## config.mk

```make
export PLATFORM = sky130hd
export DESIGN_NAME = uart_miner_ctrl
export DESIGN_NICKNAME = d
export VERILOG_FILES = /design/src/rtl/uart_miner_ctrl.sv
export SDC_FILE = /design/constraint.sdc
export NUM_CORES = 1
export LEC_CHECK = 0
export ABC_AREA = 1
export CORE_AREA = 2 2 269 271
export CTS_BUF_LIST = sky130_fd_sc_hd__clkbuf_16
export CTS_CLUSTER_SIZE = 16
export DETAILED_ROUTE_END_ITERATION = 8
export DIE_AREA = 0 0 271 273
export DONT_BUFFER_PORTS = 1
export PLACE_DENSITY = 0.51
export SLEW_MARGIN = 25
export SYNTH_ARGS = -nofsm -noshare
export SYNTH_HDL_FRONTEND = slang
export SYNTH_SLANG_ARGS = --single-unit
```

## constraint.sdc

```tcl
create_clock -name clock -period 3.29 [get_ports clock]
set_input_delay 0.658 -clock clock [delete_from_list [all_inputs] [get_ports clock]]
set_output_delay 0.658 -clock clock [all_outputs]
set_load 0.02 [all_outputs]
```

## src/rtl/uart_miner_ctrl.sv

```systemverilog
// uart_miner_ctrl: command/response sequencer between the UART byte streams
// and the hashing core. Collects a SYNC-framed block header, starts the
// miner, then streams the result (found nonce, exhausted, or aborted) back.
//
// Ports:
//   clock, reset        system clock, synchronous active-high reset
//   rx_valid, rx_data   received byte strobe and data
//   tx_valid, tx_ready  transmit handshake; transfer on tx_valid && tx_ready
//   tx_data             byte to transmit, stable while tx_valid is held
//   hdr_data            assembled header, first received byte in the MSBs
//   miner_start/abort   one-cycle control pulses to the miner
//   miner_found/done    one-cycle result pulses from the miner
//   miner_nonce         winning nonce, valid with miner_found
//   last_nonce          most recent winning nonce, for display
//   busy                high whenever not idle
module uart_miner_ctrl #(
  parameter int unsigned HDR_BYTES  = 76,
  parameter int unsigned RX_TIMEOUT = 1_000_000,
  parameter logic [7:0]  SYNC_BYTE  = 8'h55,
  parameter logic [7:0]  ABORT_BYTE = 8'h18
) (
  input  logic                   clock,
  input  logic                   reset,
  input  logic                   rx_valid,
  input  logic [7:0]             rx_data,
  output logic                   tx_valid,
  input  logic                   tx_ready,
  output logic [7:0]             tx_data,
  output logic [HDR_BYTES*8-1:0] hdr_data,
  output logic                   miner_start,
  output logic                   miner_abort,
  input  logic                   miner_found,
  input  logic                   miner_done,
  input  logic [31:0]            miner_nonce,
  output logic [31:0]            last_nonce,
  output logic                   busy
);

  localparam int unsigned HdrW = HDR_BYTES * 8;
  localparam int unsigned CntW = $clog2(HDR_BYTES + 1);
  localparam int unsigned TmrW = $clog2(RX_TIMEOUT + 1);
  localparam logic [CntW-1:0] LastIdx = CntW'(HDR_BYTES - 1);
  localparam logic [TmrW-1:0] TmrMax  = TmrW'(RX_TIMEOUT);

  typedef enum logic [2:0] {StIdle, StLoad, StStart, StMine, StTx} state_e;

  state_e            state_q, state_d;
  logic [CntW-1:0]   byte_cnt_q, byte_cnt_d;
  logic [TmrW-1:0]   timer_q, timer_d;
  logic [HdrW-1:0]   hdr_q, hdr_d;
  // Reply bytes go out from the top byte; shifted left after each transfer.
  logic [39:0]       reply_q, reply_d;
  logic [2:0]        left_q, left_d;
  logic              abort_q, abort_d;
  logic [31:0]       last_nonce_q, last_nonce_d;

  always_ff @(posedge clock) begin
    if (reset) begin
      state_q      <= StIdle;
      byte_cnt_q   <= '0;
      timer_q      <= '0;
      hdr_q        <= '0;
      reply_q      <= '0;
      left_q       <= '0;
      abort_q      <= 1'b0;
      last_nonce_q <= '0;
    end else begin
      state_q      <= state_d;
      byte_cnt_q   <= byte_cnt_d;
      timer_q      <= timer_d;
      hdr_q        <= hdr_d;
      reply_q      <= reply_d;
      left_q       <= left_d;
      abort_q      <= abort_d;
      last_nonce_q <= last_nonce_d;
    end
  end

  always_comb begin
    state_d      = state_q;
    byte_cnt_d   = byte_cnt_q;
    timer_d      = timer_q;
    hdr_d        = hdr_q;
    reply_d      = reply_q;
    left_d       = left_q;
    abort_d      = 1'b0;
    last_nonce_d = last_nonce_q;

    unique case (state_q)
      StIdle: begin
        if (rx_valid && rx_data == SYNC_BYTE) begin
          state_d    = StLoad;
          byte_cnt_d = '0;
          timer_d    = '0;
        end
      end
      StLoad: begin
        // SYNC_BYTE is plain data here: no resync inside a frame.
        if (rx_valid) begin
          hdr_d      = {hdr_q[HdrW-9:0], rx_data};
          byte_cnt_d = byte_cnt_q + 1'b1;
          timer_d    = '0;
          if (byte_cnt_q == LastIdx) state_d = StStart;
        end else begin
          if (timer_q != TmrMax) timer_d = timer_q + 1'b1;
          // Partial header stays in hdr_data but is never started.
          if (timer_d == TmrMax) state_d = StIdle;
        end
      end
      StStart: begin
        state_d = StMine;
      end
      StMine: begin
        // found > done > abort when coincident.
        if (miner_found) begin
          last_nonce_d = miner_nonce;
          reply_d      = {8'h01, miner_nonce};
          left_d       = 3'd5;
          state_d      = StTx;
        end else if (miner_done) begin
          reply_d = {8'h00, 32'h0};
          left_d  = 3'd1;
          state_d = StTx;
        end else if (rx_valid && rx_data == ABORT_BYTE) begin
          abort_d = 1'b1;
          reply_d = {ABORT_BYTE, 32'h0};
          left_d  = 3'd1;
          state_d = StTx;
        end
      end
      StTx: begin
        if (tx_ready) begin
          reply_d = {reply_q[31:0], 8'h00};
          left_d  = left_q - 1'b1;
          if (left_q == 3'd1) state_d = StIdle;
        end
      end
      default: state_d = StIdle;
    endcase
  end

  assign tx_valid    = (state_q == StTx);
  assign tx_data     = reply_q[39:32];
  assign hdr_data    = hdr_q;
  assign miner_start = (state_q == StStart);
  assign miner_abort = abort_q;
  assign last_nonce  = last_nonce_q;
  assign busy        = (state_q != StIdle);

endmodule

```

==> metrics.cfg <==
[routing]
ant_nets=0
wl_um=80000
drt-initial-drc-count=1609
drt_first_pass_iters=8
drcViolationCount=0
top_layer_used=met4
via_count=21374
routedWlPerCell_um=19.0
met3WireLength_um=8140
vias_per_cell=5.07
dr_wl_met2_um=38100
wl_met1_um=30900

[yosys]
synthesis.instances=3341
synth_top_cells_by_area=dfxtp_1 56%, nor2_1 18%, o21ai_0 12%
synth_edf_count=0
yosysSeqAreaShare_pct=55.7
muxShareOfSynthArea_pct=0
dominantRegCellSynth=dfxtp_1
yosysTopAreaCellShare_pct=55.7
synth_seq_cells=714
post_synth_xor_area_fraction_pct=0.444
synthesis.area_mm2=0.0256
synth_top_family_by_area=simple AND/OR/NAND/NOR gates
synth_fa_ha_area_share_pct=0.244
synth_area_per_cell_um2=7.68
synth_fp_nets=3392
yosysUniqueCellTypes=32
yosysWarningCount=0
yosysTopAreaCell=dfxtp_1
synth-simple-area-share_pct=23.4
async_flop_share_pct=0
synth_compound_area_share_pct=15.1

[die]
core_area_mm2=0.0710
io_pins=698
die_x_um=271
rows=98
start_util_pct=36.1
die_h_um=273
die-area_mm2=0.0740

[run]
cap_violations=0

[global_routing]
grt_pass1_vias=20183
gr-total-overflow=0
antenna_found_initial=1
grt_max_degree=154
groute.usage.overall_pct=20.5
grt_pass1_wl_um=122000

[cts]
htreeDepth=3
cts_setup_buffers=0
cts_tree=done
cts_buffer_depth=3
cts_resized=0
clk_pin_slew_ps=60
hold_buffers=0
insertion_delay_ps=610
cts-root-buf=clkbuf_16
cts_buffers=78
cts_sinks=714

[worst_hold_path]
hold_path.startpoint=reset
hold_class=input port to flop

[pwr]
power_density_mw_per_mm2=702
ir_drop_mv=0.376
p_leak_nw=13.0

[timing]
tightest_slew_ps=760
setup_viol=0
relSlewSlack_pct=49.3
grt_setup_unrepaired=false
period_share_pct=71.7
hold_viol=0
maxSlewViolCount=0
fin_crit_ps=2360
max_freq_ghz=0.424
setup_tns_ps=0
clock_skew_ps=15.9

[layout]
finalNetCount=3259
area_growth_pct=11.4
layout-drive-gt1-share_pct=5.24
fin_area_mm2=0.0286
layoutNonFillerInstCount=4212
n_fill_cell=7235

[worst_setup_path]
cp_data_required_time_ps=3820
critPathMaxStageDelay_ps=600
endpoint_kind=flop
crit_buf_inv=4
critPathSlowestCell=inv_2
critPathArrivalTime_ps=2890
critPathKind=flop to flop
cp-startpoint=state_q[0]$_SDFFE_PP0P_
cp-start-kind=flop
crit_fanout=56
r2r-start=state_q[0]$_SDFFE_PP0P_
crit_family=buffers and inverters
cp_cell_sequence=inv_2 -> nor2_2 -> nand2_1 -> inv_2 -> buf_4 -> o211ai_4 -> inv_2 -> o21ai_0 -> a31oi_1
crit_top_cell=inv_2

[placement]
numPlacedInstances=4078
gp_congestion=0.890
dp_hpwl_um=54300
place_area_mm2=0.0262
io_buffers=0

[run_status]
status=complete, no violations

registers in the layout (all words and copies together) (netlist names):
name / count
hdr_data: 608
last_nonce: 32
state_q: 3
timer_q: 20
left_q: 3
byte_cnt_q: 7
miner_abort: 1
reply_q: 40
layout by cell type, fill, tap and decap left out, types with 3 or more instances in the layout:
cell / instances
ha_1: 5
a31oi_1: 29
nor2_2: 11
dfxtp_1: 714
a21oi_1: 75
o21ai_0: 638
nand3_1: 60
bufinv_16: 3
nand2_1: 194
clkinvlp_4: 3
buf_4: 19
clkbuf_16: 80
buf_12: 13
clkinv_2: 7
nand4_1: 7
nor3_1: 5
clkinv_1: 16
inv_1: 63
inv_16: 3
a22oi_1: 5
o21ai_1: 4
xor2_1: 11
nand3_2: 3
nor2_1: 1255
nand2_2: 9
inv_2: 7
worst paths after layout:
path	end	slack, ps	cells past startpoint
min	timer_q[13]$_SDFFE_PP0P_	140	1
min reg2reg	reply_q[2]$_SDFFE_PP0P_	460	2
max	reply_q[24]$_SDFFE_PP0P_	930	9
max reg2reg	reply_q[24]$_SDFFE_PP0P_	930	9
report_power, final:
group	switching [mW]	internal (mW)	total, mW
clock network	3.56	4.66	8.21
logic	0.863	0.386	1.25
registers	1.37	9.23	10.6
cell usage after synthesis (2+ instances only):
master	n
a21oi_1	75
a22oi_1	5
a31oi_1	29
buf_1	2
buf_2	100
buf_4	10
clkbuf_1	133
dfxtp_1	714
ha_1	5
inv_1	48
inv_2	8
nand2_1	194
nand2_2	9
nand3_1	60
nand3_2	3
nand4_1	7
nor2_1	1256
nor2_2	11
nor3_1	5
nor4_1	2
o21ai_0	638
o21ai_1	4
o31ai_1	2
or2_2	2
xnor2_1	2
xor2_1	11
cell type report:
cell class | instances | area (um2) | area share [%]
sequential | 714 | 14300 | 50.1
multi-input combinational | 2326 | 10100 | 35.2
clock buffer | 80 | 2000 | 7.01
tap | 950 | 1190 | 4.16
timing repair buffer | 32 | 403 | 1.41
clock inverter | 53 | 379 | 1.33
inverter | 56 | 225 | 0.789
antenna | 1 | 2.50 | 0.00876
per-layer routing:
metal / track usage (%) / up-vias
met5: 0 / -
met2: 34.2 / 729
li1: - / 10531
met4: 8.58 / 0
met1: 23.1 / 9970
met3: 8.58 / 144
logic make-up after synthesis:
| logic type | Yosys count |
|---|---|
| xor gates and xnor gates | 13 |
| and+or+nand+nor | 1550 |
| DFF | 714 |
| buffers and inverters | 301 |
| adders and majority gates | 5 |
| AOI/OAI and AO/OA | 758 |
metrics by stage:
step / total power, mW / utilization [%] / hold WS [ps] / worst slack, ps
floorplan: 11.5 / - / 428 / 1370
global placement: 12.0 / 36.9 / 445 / 776
detailed placement: 12.0 / 36.9 / 458 / 690
CTS: 20.3 / 40.2 / 122 / 883
global route: 20.9 / 40.2 / 97.7 / 653
finish: 20.1 / 40.2 / 142 / 929
Note: power is estimated with default switching activity, not from simulation.
